### src/rtl/simp_fun_stream.sv
// rtl/simp_fun_stream.sv - streaming add/sub/max/min unit with elastic valid/ready pipeline
module simp_fun_stream #(
    parameter int WIDTH      = 8,
    parameter int NUM_STAGES = 2
) (
    input  logic             clk,
    input  logic             rst,
    input  logic             in_valid,
    output logic             in_ready,
    input  logic [WIDTH-1:0] a_in,
    input  logic [WIDTH-1:0] b_in,
    input  logic [1:0]       op_in,
    input  logic             sat_in,
    output logic             out_valid,
    input  logic             out_ready,
    output logic [WIDTH-1:0] c_out,
    output logic             ovf_out
);

    logic [NUM_STAGES-1:0] v;
    logic [NUM_STAGES-1:0] ovf;
    logic [WIDTH-1:0]      c [NUM_STAGES];
    logic [NUM_STAGES-1:0] load;
    logic [NUM_STAGES-1:0] adv;

    logic [WIDTH:0]        sum;
    logic [WIDTH:0]        diff;
    logic [WIDTH-1:0]      res;
    logic                  res_ovf;

    // The carry/borrow bit of the WIDTH+1 result is the overflow flag for add/sub.
    always_comb begin
        sum     = {1'b0, a_in} + {1'b0, b_in};
        diff    = {1'b0, a_in} - {1'b0, b_in};
        res     = sum[WIDTH-1:0];
        res_ovf = 1'b0;
        case (op_in)
            2'b00: begin
                res_ovf = sum[WIDTH];
                res     = (sum[WIDTH] && sat_in) ? {WIDTH{1'b1}} : sum[WIDTH-1:0];
            end
            2'b01: begin
                res_ovf = diff[WIDTH];
                res     = (diff[WIDTH] && sat_in) ? {WIDTH{1'b0}} : diff[WIDTH-1:0];
            end
            2'b10:   res = (a_in > b_in) ? a_in : b_in;
            default: res = (a_in < b_in) ? a_in : b_in;
        endcase
    end

    // Ready ripples back from the consumer so empty slots collapse bubbles.
    always_comb begin
        load = '0;
        adv  = '0;
        adv[NUM_STAGES-1]  = v[NUM_STAGES-1] & out_ready;
        load[NUM_STAGES-1] = ~v[NUM_STAGES-1] | adv[NUM_STAGES-1];
        for (int i = NUM_STAGES - 2; i >= 0; i--) begin
            adv[i]  = v[i] & load[i+1];
            load[i] = ~v[i] | adv[i];
        end
    end

    assign in_ready = load[0] & ~rst;

    always_ff @(posedge clk or posedge rst) begin
        if (rst) begin
            v   <= '0;
            ovf <= '0;
            for (int i = 0; i < NUM_STAGES; i++) begin
                c[i] <= '0;
            end
        end else begin
            if (load[0]) begin
                v[0] <= in_valid;
                if (in_valid) begin
                    c[0]   <= res;
                    ovf[0] <= res_ovf;
                end
            end
            // Payload only moves with a valid bit, so empty slots keep their old data.
            for (int i = 1; i < NUM_STAGES; i++) begin
                if (load[i]) begin
                    v[i] <= v[i-1];
                    if (v[i-1]) begin
                        c[i]   <= c[i-1];
                        ovf[i] <= ovf[i-1];
                    end
                end
            end
        end
    end

    assign out_valid = v[NUM_STAGES-1];
    assign c_out     = c[NUM_STAGES-1];
    assign ovf_out   = ovf[NUM_STAGES-1];

endmodule

### config.mk
export PLATFORM = sky130hd
export DESIGN_NAME = simp_fun_stream
export DESIGN_NICKNAME = d
export VERILOG_FILES = /design/src/rtl/simp_fun_stream.sv
export SDC_FILE = /design/constraint.sdc
export NUM_CORES = 1
export LEC_CHECK = 0
export BUFFER_PORTS_ARGS = -buffer_cell sky130_fd_sc_hd__buf_2
export CAP_MARGIN = 20
export CORE_UTILIZATION = 62
export CTS_BUF_LIST = sky130_fd_sc_hd__clkbuf_2
export DETAILED_ROUTE_END_ITERATION = 7
export PLACE_DENSITY = 0.95
export REMOVE_ABC_BUFFERS = 1
export SKIP_CTS_REPAIR_TIMING = 1
export SYNTH_ARGS = -nofsm -noshare
export SYNTH_HDL_FRONTEND = slang
export SYNTH_SLANG_ARGS = --single-unit
### constraint.sdc
create_clock -name clk -period 3.8 [get_ports clk]
set_input_delay 0.19 -clock clk [delete_from_list [all_inputs] [get_ports clk]]
set_output_delay 0.19 -clock clk [all_outputs]
set_load 0.005 [all_outputs]
Word level (Yosys, flattened, before mapping). Index checks and enable logic that the tools add are counted.

$add $sub $neg: 2. $mul: 0. Div/mod/pow operators: 0. Order comparisons: 2. Equality and inequality tests: 2. Shift operators: 0. Multiplexer cells: 6. Bitwise operators: 8. Reductions and logical operators: 5.

Operators by type and width (number): 8-bit two-way mux (4); 8-bit one-hot mux with 3 select lines (1); 8-bit by 8-bit adder with 9-bit output (1); 8-bit by 8-bit subtractor with 9-bit output (1); 8-bit greater-than comparator (1); 8-bit < comparator (1); 2-bit AND reduction (2); 1-bit bitwise AND (3); 1-bit inverter (3); 2-bit by 1-bit == test with 1-bit output (second input constant) (1); 2-bit == test (second input constant) (1); 1-bit logical AND (2); 2-bit zero test (1); 1-bit bitwise OR (2); 1-bit one-hot mux with 2 select lines (1).

Register bits: 20. Bits in latches: 0. RAM bits: 0. Memory bits (read-only): 0. Bits of input ports: 23. Output and inout bits: 11. Word-level logic and storage cells: 31. Memories kept: 0.

Depth between registers and ports, before layout. Gate-level depths: netlist of run 1.

Word-level depth: 5. Mapped depth: 10.

Worst setup path before layout of run 1. No wires, ideal clock.

Path type: input-to-reg. Start point: in a_in[0]. End point: reg c[9] (netlist name). Library setup time: 0.126 ns. Arrival: 2.084 ns. Data required time: 3.674 ns. Slack: 1.590 ns. Cell stages on the path: 10. Path buffers: 0. Cells stage by stage: inv_1 > ha_1 > inv_1 > fa_1 > nand3_4 > a21oi_2 > o41ai_4 > inv_1 > a32o_1 > o32a_1.

Word-level cells in the longest chain between the ends: 4.

RTL lines: start: declaration (line 10) `input logic [WIDTH-1:0] a_in,`; 8-bit by 8-bit subtractor with 9-bit output or 8-bit by 8-bit adder with 9-bit output (tied branches) (line 34, 33); 1-bit logical AND (on tied branches) (line 44, 40); 8-bit two-way mux (on tied branches) (line 44, 40); 8-bit one-hot mux with 3 select lines * (line 37) `case (op_in)`; end signal: indexed assignment (line 85) `c[i] <= c[i-1];`; end: declaration (line 22) `logic [WIDTH-1:0] c [NUM_STAGES];`.

Every way passes the cells marked *; elsewhere a longest branch is shown, timed or not. A chain may end at the register's enable or synchronous reset.

Worst setup path in the final report of run 1.
Start point: in a_in[0]. End point: reg c[8] (netlist name).

The elaborated chain is that of the path after synthesis.

==> flow_results.org, run 1 <==
** Outcome
- Outcome :: finished, violations left
- The checks that failed: hold timing.

** Yosys
- Yosys printed 0 warnings.
- A synthesized cell averages 8.893 um^2.
- Number of instances in the synthesized netlist :: 251
- Yosys mapped the design onto 68 distinct sky130hd cell types.
- Counting flops with a built-in enable in the synthesized netlist gives 0.
- Synth Cell Area :: 2232 um^2
- In this run, synthesis produced a sequential element count of 20.
- Portion of the post-synthesis area used by sequential elements :: 22.42%
- Primary flip-flop cell chosen by synthesis mapping :: sky130_fd_sc_hd__dfrtp_1
- Async set or reset register ratio after synthesis :: 100.0%

** Detailed routing
- Vias per cell :: 6.443
- Uppermost signal routing layer after detailed routing :: met4
- The routed design uses 2702 um of met2 wire.
- DRC Markers :: 0
- DRC violation total after the first TritonRoute iteration :: 157
- Wires add up to 5573 um.
- Length of routed wiring on met1 :: 2332 um
- Detailed routing inserted a total of 2023 vias.
- Number of nets with antenna violations after detailed routing :: 0
- 1st-pass router iterations :: 7
- Met3 WL :: 424 um
- Routed length per placed instance :: 17.75 um

** GRT
- Grt ovf :: 0
- The initial antenna violation count is 0.
- Via count of the first global-routing pass :: 1868
- Entering global routing, the biggest net connects 22 pins.
- Combined global-route utilization of all metal layers :: 31.65%
- First-pass GRT wire length :: 8797 um

** STA
- Setup repair after global routing left no endpoint under its margin.
- Final worst path period need :: 2.391 ns
- Number of hold violations in the final report :: 20
- The worst pin sits at a relative slew slack of 48.76%.
- Final clock period utilization by the worst path :: 62.92%
- Max Freq :: 418.3 MHz
- Worst Tran Pin Value :: 0.7677 ns
- On the final layout, the worst hold slack is -0.04963 ns.
- Worst Skew :: 0.02236 ns
- For the final routed database, the setup TNS stands at 0 ns.
- Final setup vio count :: 0
- The number of slew-limit violations in the final report was 0.

** Pwr
- Of the total power, combinational logic draws 47.3%.
- Total internal power :: 0.4360 mW
- Of the total power, the clock network draws 12.5%.
- Of the total power, registers draw 40.1%.
- Power Dens Cells :: 310.0 nW/um^2
- Switching Share :: 39.34%
- Worst IR drop on VDD :: 0.2640 mV
- For this design the total switching power over the nets is 0.2827 mW.
- Summed over all cells, the static leakage comes to 1.019 nW.

** Placement
- Count of input and output buffers :: 33
- RePlAce Congestion :: 1.017
- Dpl hpwl :: 4369 um
- Placed standard-cell area :: 2300 um^2

** Clock network
- TritonCTS built the clock tree.
- Clock-pin slew was measured on the worst setup and hold paths at 0.20 ns.
- Clock Path Buffers :: 2
- Clock sink count :: 20
- Number of H-tree levels :: 1
- Root buf cell :: sky130_fd_sc_hd__clkbuf_2
- Clock buffer count from CTS :: 3
- Clock latency at the later pin of the worst-skew pair :: 0.33 ns

** Worst setup path
- Req. time, crit path :: 4.01 ns
- The worst register-to-register path has a setup slack of 2.03 ns.
- The startpoint identified for the worst register-to-register timing path is v[1].
- Type of element capturing the critical path :: register
- Type of element launching the critical path :: input pin
- The critical path in this run is classified as in2reg.
- STA puts the critical path data arrival time at 2.61 ns.
- Critical Path Fanout Max :: 8
- Depth of the worst register-to-register path :: 5
- Worst reg2reg path endpoint :: c[8]

** Floorplanning
- Once the floorplan was initialized, standard cells occupied 65.85% of the core.
- Core area :: 3390 um^2
- During I/O placement, the number of pins put on the boundary was 34.
- Die width :: 62 um
- Measured along the y axis, the die boundary spans 62 um.
- The die covers 3844 um^2.
- Row generation in the floorplan step produced 21 rows.

** Cells and area
- After filler insertion, the fill cell instance count of the layout stands at 279.
- Signed area change from the synthesized netlist to the final layout :: 3.868%
- Register area :: 500.5 um^2
- Final design instance area without fill :: 2318 um^2
- The final layout contains 310 nets.
- Cells with a size suffix above 1 make up 24.63% of the layout.
- Area of the multi-input gates :: 1494 um^2
- Diodes inserted :: 0

** Run
- Across the run, the number of max-cap violations was 0.

** Hold path
- The path class of the tightest hold or removal check is in2async.
[sequential cells by signal, indices dropped and copies added, names as in the netlist]
name,flops
ovf,2
c,8
c_out,8
v,2
[area by class of cell]
cell class	count	area share, %
clock buffer	3	0.6476
clock inverter	1	0.1619
inverter	22	3.562
multi-input combinational	189	64.44
sequential	20	21.59
tap	46	2.482
timing repair buffer	33	7.124
[metrics by stage]
step | power [mW] | worst slack (ns) | util, % | hold slack, ns | cells
floorplan | 0.5159 | 1.587 | - | 0.1590 | 231
global placement | 0.6175 | 1.160 | 67.85 | 0.3427 | 310
detailed placement | 0.6292 | 1.121 | 67.85 | 0.3616 | 310
CTS | 0.7140 | 1.458 | 68.40 | -0.006861 | 314
global route | 0.7667 | 1.303 | 68.40 | 0.03204 | 314
finish | 0.7186 | 1.409 | 68.40 | -0.04963 | 314
[power groups by stage]
stage	logic, mW	clock network (mW)	registers [mW]
after global routing	0.375	0.0962	0.295
after floorplan	0.224	0	0.292
after global placement	0.328	0	0.290
after detailed placement	0.336	0	0.294
after CTS	0.337	0.0884	0.289
final	0.340	0.0900	0.288
[metal layers]
metal  track usage (%)  vias up
li1                  -      950
met2             53.95      105
met3             4.762       15
met5                 0        -
met1             41.44      953
met4             9.206        0
[how the worst max path moves through the flow]
stage / from / to / depth (start not counted) / slack [ns]
after global routing: a_in[0] / c[8] / 9 / 1.30
after CTS: a_in[0] / c[8] / 9 / 1.46
after global placement: b_in[0] / c[8] / 9 / 1.16
after detailed placement: a_in[0] / c[8] / 9 / 1.12
final: a_in[0] / c[8] / 9 / 1.41
after floorplan: a_in[0] / c[9] / 10 / 1.59
[cells in the mapped netlist, types with 2 or more instances]
cell	number	area share [%]
sky130_fd_sc_hd__ha_1	16	9.0
sky130_fd_sc_hd__a21oi_1	13	2.9
sky130_fd_sc_hd__nand4_1	5	1.4
sky130_fd_sc_hd__mux2i_1	7	3.1
sky130_fd_sc_hd__and3_1	2	0.56
sky130_fd_sc_hd__xnor2_1	3	1.2
sky130_fd_sc_hd__o211ai_1	3	1.0
sky130_fd_sc_hd__a31oi_1	3	0.84
sky130_fd_sc_hd__nand2_1	16	2.7
sky130_fd_sc_hd__nand2b_1	6	1.7
sky130_fd_sc_hd__nor2_1	17	2.9
sky130_fd_sc_hd__a31oi_2	2	1.1
sky130_fd_sc_hd__nor2b_1	3	0.84
sky130_fd_sc_hd__a21oi_2	3	1.2
sky130_fd_sc_hd__a41oi_1	2	0.78
sky130_fd_sc_hd__fa_1	2	1.8
sky130_fd_sc_hd__o311a_1	2	0.90
sky130_fd_sc_hd__nand3_1	7	1.6
sky130_fd_sc_hd__a41oi_2	2	1.5
sky130_fd_sc_hd__dfrtp_1	20	22
sky130_fd_sc_hd__buf_4	9	3.0
sky130_fd_sc_hd__o221ai_1	2	0.78
sky130_fd_sc_hd__o21ai_1	5	1.1
sky130_fd_sc_hd__a221oi_1	2	0.78
sky130_fd_sc_hd__nor3_1	5	1.1
sky130_fd_sc_hd__inv_1	22	3.7
sky130_fd_sc_hd__o32a_1	4	1.8
sky130_fd_sc_hd__buf_2	3	0.67
sky130_fd_sc_hd__o21ai_0	8	1.8
sky130_fd_sc_hd__nand3_2	2	0.90
sky130_fd_sc_hd__and2_1	4	1.1
sky130_fd_sc_hd__a21o_1	2	0.67
sky130_fd_sc_hd__buf_6	5	2.5
sky130_fd_sc_hd__mux2_2	9	4.5
sky130_fd_sc_hd__or3_1	2	0.56
[worst max-delay path, cell delays in order]
cell and delay (ns):
sky130_fd_sc_hd__buf_2 0.12, sky130_fd_sc_hd__ha_1 0.22, sky130_fd_sc_hd__fa_1 0.44, sky130_fd_sc_hd__nor3b_1 0.20
sky130_fd_sc_hd__o31ai_2 0.33, sky130_fd_sc_hd__nand3_1 0.14, sky130_fd_sc_hd__a31oi_2 0.43, sky130_fd_sc_hd__o21ai_0 0.20
sky130_fd_sc_hd__o32a_1 0.33
[cell usage in the layout, fill, tap and decap left out, types with 4 or more instances in the layout]
cell type	count
sky130_fd_sc_hd__inv_1	22
sky130_fd_sc_hd__o21ai_1	5
sky130_fd_sc_hd__mux2i_1	7
sky130_fd_sc_hd__o21ai_0	8
sky130_fd_sc_hd__nor2_1	17
sky130_fd_sc_hd__ha_1	16
sky130_fd_sc_hd__o32a_1	4
sky130_fd_sc_hd__buf_2	33
sky130_fd_sc_hd__nand3_1	7
sky130_fd_sc_hd__nand2b_1	6
sky130_fd_sc_hd__nor3_1	5
sky130_fd_sc_hd__and2_1	4
sky130_fd_sc_hd__a21oi_1	13
sky130_fd_sc_hd__nand2_1	16
sky130_fd_sc_hd__dfrtp_1	20
sky130_fd_sc_hd__nand4_1	5
sky130_fd_sc_hd__mux2_2	9
[kinds of logic after synthesis]
group,share of synthesized area (%)
AOI/OAI and AO/OA,27.19
xor gates and xnor gates,1.570
adders and majority gates,10.76
buffers and inverters,10.65
DFF,22.42
muxes,7.680
and+or+nand+nor,19.73
No activity file was read; power rests on OpenSTA's default activity.
==> inputs of run 2 (changes only) <==
--- a/config.mk
+++ b/config.mk
@@ -5,12 +5,13 @@
 export SDC_FILE = /design/constraint.sdc
 export NUM_CORES = 1
 export LEC_CHECK = 0
+export ABC_AREA = 1
 export BUFFER_PORTS_ARGS = -buffer_cell sky130_fd_sc_hd__buf_2
 export CAP_MARGIN = 20
-export CORE_UTILIZATION = 62
+export CORE_UTILIZATION = 60
 export CTS_BUF_LIST = sky130_fd_sc_hd__clkbuf_2
 export DETAILED_ROUTE_END_ITERATION = 7
-export PLACE_DENSITY = 0.95
+export PLACE_DENSITY = 0.94
 export REMOVE_ABC_BUFFERS = 1
 export SKIP_CTS_REPAIR_TIMING = 1
 export SYNTH_ARGS = -nofsm -noshare
==> constraint.sdc (replaced) <==
create_clock -name clk -period 2.2 [get_ports clk]
set_input_delay 0.11 -clock clk [delete_from_list [all_inputs] [get_ports clk]]
set_output_delay 0.11 -clock clk [all_outputs]
set_load 0.005 [all_outputs]
==> flow_results.org, run 2 <==
** STA
- Between clock sinks in the finished design, the worst skew comes to 0.01880 ns.
- Final clock period utilization by the worst path :: 82.39%
- Number of hold violations in the final report :: 0
- After routing, the total negative slack on setup checks comes to 0 ns.
- Max_slew headroom :: 57.10%
- Final setup vio count :: 0
- Max Freq :: 551.7 MHz
- The worst path meets setup with 0.3875 ns of slack.
- The number of slew-limit violations in the final report is 0.
- Setup repair after global routing left no endpoint under its margin.
- After layout, the minimum clock period comes to 1.813 ns.
- Worst Tran Pin Value :: 0.6412 ns
- Final hold slack :: 0.04150 ns

** Clock network
- Root buf cell :: sky130_fd_sc_hd__clkbuf_2
- Number of H-tree levels :: 1
- Clk slew on worst S/H paths :: 0.20 ns
- TritonCTS created 3 clock buffers.
- Clock latency at the later pin of the worst-skew pair :: 0.34 ns
- The clock drives 20 sinks.
- TritonCTS built the clock tree.
- The clock passes through at most 2 buffers.

** GRT
- The number of global-route vias before repair came to 2140.
- First-pass GRT wire length :: 9349 um
- Maximum number of pins on one net before global-route repair :: 24
- Combined global-route utilization of all metal layers :: 29.49%
- The initial antenna violation count was 0.
- Grt ovf :: 0

** Placement
- Post-placement worst setup slack :: 0.1091 ns
- Buffers placed on the I/O ports in this run total 33.
- Counting tap cells, the placed design contains a total of 418 instances.
- Detailed placement ended at an HPWL of 4523 um.
- RePlAce Congestion :: 1.028

** Detailed routing
- Final routed wirelength across all metal layers :: 5599 um
- Number of nets with antenna violations after detailed routing :: 0
- 1st-pass router iterations :: 6
- For this run, design rule violations remaining after detail routing come to 0.
- Vias per cell :: 5.456
- Routed length per placed instance :: 13.24 um
- DRC violation total after the first TritonRoute iteration :: 203
- Detailed routing inserted a total of 2308 vias.

** Floorplanning
- Die boundary height :: 63.64 um
- I/O pin count :: 34
- The die covers 4050 um^2.
- In this run the core area contains 22 standard-cell rows.
- Measured along the x axis, the die boundary spans 63.64 um.
- Core area :: 3661 um^2
- Once the floorplan was initialized, standard cells occupied 62.27% of the core.

** Worst setup path
- STA classifies the critical path endpoint as a register.
- For the worst setup path, the data required time is 2.47 ns.
- At the worst endpoint, the arrival time is 2.08 ns.
- STA classifies the critical path startpoint as an input pin.
- The worst setup path is of the in2reg kind.
- Critical Path Fanout Max :: 6

** Run
- Number of max-capacitance violations reported :: 0

** Cells and area
- Of the cells placed in the final design, the portion with a size suffix greater than 1 is 20.53%.
- Commonest non-fill, non-tap cells in the layout :: 95 x sky130_fd_sc_hd__nand2_1, 50 x sky130_fd_sc_hd__inv_1, 41 x sky130_fd_sc_hd__nand3_1
- Leaving out filler cells and counting taps, the final layout contains 423.
- Leading cell type in the layout, fill and taps excluded :: sky130_fd_sc_hd__nand2_1
- Signed area change from the synthesized netlist to the final layout :: 7.849%
- Filler cell count :: 334
- The repair_antennas step left the layout with diodes totalling 0.
- Number of nets at the end of the flow :: 417

** Pwr
- Across the VDD grid, the largest voltage drop is 0.2423 mV.
- Power after layout :: 1.454 mW
- Power Dens Cells :: 591.5 nW/um^2
- Leakage component of the power :: 1.412 nW

** Yosys
- Counting flops with an async set or reset pin after synthesis yields a share of 100.0%.
- Number of flops mapped to enable cells by yosys :: 0
- Top-count cell post-synth :: sky130_fd_sc_hd__nand2_1
- Yosys printed 0 warnings.
- Portion of the post-synthesis area used by sequential elements :: 21.95%
- Each instance of the synthesized netlist takes up on average 6.551 um^2.
- Top cells by area, synth :: sky130_fd_sc_hd__dfrtp_1 22%, sky130_fd_sc_hd__nand2_1 16%, sky130_fd_sc_hd__nand3_1 9.0%
- Synth top area share :: 21.95%
- For this run, the leading register cell type out of synthesis is sky130_fd_sc_hd__dfrtp_1.
- The synthesized netlist occupies a cell area of 2280 um^2.
- Seq cells post-synth :: 20
- Synthesis produced a netlist whose cell count is 348.
- Synthesis instantiated 32 different standard cells from the library.
- The commonest cells after synthesis are 95 x sky130_fd_sc_hd__nand2_1, 50 x sky130_fd_sc_hd__inv_1, 41 x sky130_fd_sc_hd__nand3_1, 31 x sky130_fd_sc_hd__nor2_1, 20 x sky130_fd_sc_hd__dfrtp_1.
- The largest total area in the synthesized netlist belongs to sky130_fd_sc_hd__dfrtp_1.

** Outcome
- The run finished with clean final reports.

** Hold path
- The min-delay analysis places its worst path in the category in2reg.
-- run 2: kinds of logic (layout without fill, tap and decap cells) --
family                     Yosys count  after routing  synth area share (%)
xor gates and xnor gates             4              4                 1.537
AOI/OAI and AO/OA                   29             29                 7.300
and+or+nand+nor                    195            195                 39.08
muxes                                7              7                 3.458
DFF                                 20             20                 21.95
buffers and inverters               75            102                 16.14
adders and majority gates           18             18                 10.54
-- run 2: stage by stage --
stage                     area (um^2)  utilization, %
after floorplan                  2126               -
after global placement           2404           65.65
after detailed placement         2404           65.65
after CTS                        2449           66.88
after global routing             2459           67.16
final                            2459           67.16
-- run 2: cell type report --
type                       count  area, um^2  share of cell area (%)
clock inverter                 1       30.03                   1.221
clock buffer                   3       15.01                  0.6107
timing repair buffer          41       227.7                   9.262
sequential                    20       500.5                   20.36
tap                           48       60.06                   2.443
inverter                      57       214.0                   8.702
multi-input combinational    253        1411                   57.40
-- run 2: per-layer routing --
metal	track usage, %	up-vias	wire [um]
li1	-	1143	-
met1	35.83	1010	2251
met2	53.32	133	2765
met3	4.710	22	424
met4	7.386	0	157
met5	0	-	0
-- run 2: worst paths after layout --
kind | startpoint | end | slack (ns) | depth (start not counted)
max | a_in[0] | c[11] | 0.39 | 15
min | out_ready | v[1] | 0.04 | 4
max reg2reg | v[0] | c[14] | 0.69 | 8
min reg2reg | c_out[6] | c_out[6] | 0.51 | 2
max in group asynchronous | rst | c_out[2] | 1.67 | 4
min in group asynchronous | rst | c_out[4] | 0.30 | 4
-- run 2: where the power goes --
group | internal [mW] | leakage [nW] | total (mW) | switching (mW)
Sequential | 0.473 | 0.231 | 0.523 | 0.0496
Clock | 0.157 | 0.0266 | 0.277 | 0.121
Combinational | 0.269 | 1.15 | 0.654 | 0.385
-- run 2: critical path: stages --
cell	delay [ns]
sky130_fd_sc_hd__buf_2	0.13
sky130_fd_sc_hd__inv_1	0.09
sky130_fd_sc_hd__ha_1	0.15
sky130_fd_sc_hd__inv_1	0.10
sky130_fd_sc_hd__fa_1	0.45
sky130_fd_sc_hd__nand2_1	0.12
sky130_fd_sc_hd__nand2_1	0.07
sky130_fd_sc_hd__nand2_1	0.09
sky130_fd_sc_hd__nand3_1	0.07
sky130_fd_sc_hd__nand2_1	0.22
sky130_fd_sc_hd__nor2_1	0.08
sky130_fd_sc_hd__nor2_1	0.19
sky130_fd_sc_hd__nand3_1	0.11
sky130_fd_sc_hd__nand2_1	0.06
sky130_fd_sc_hd__nand2_1	0.05
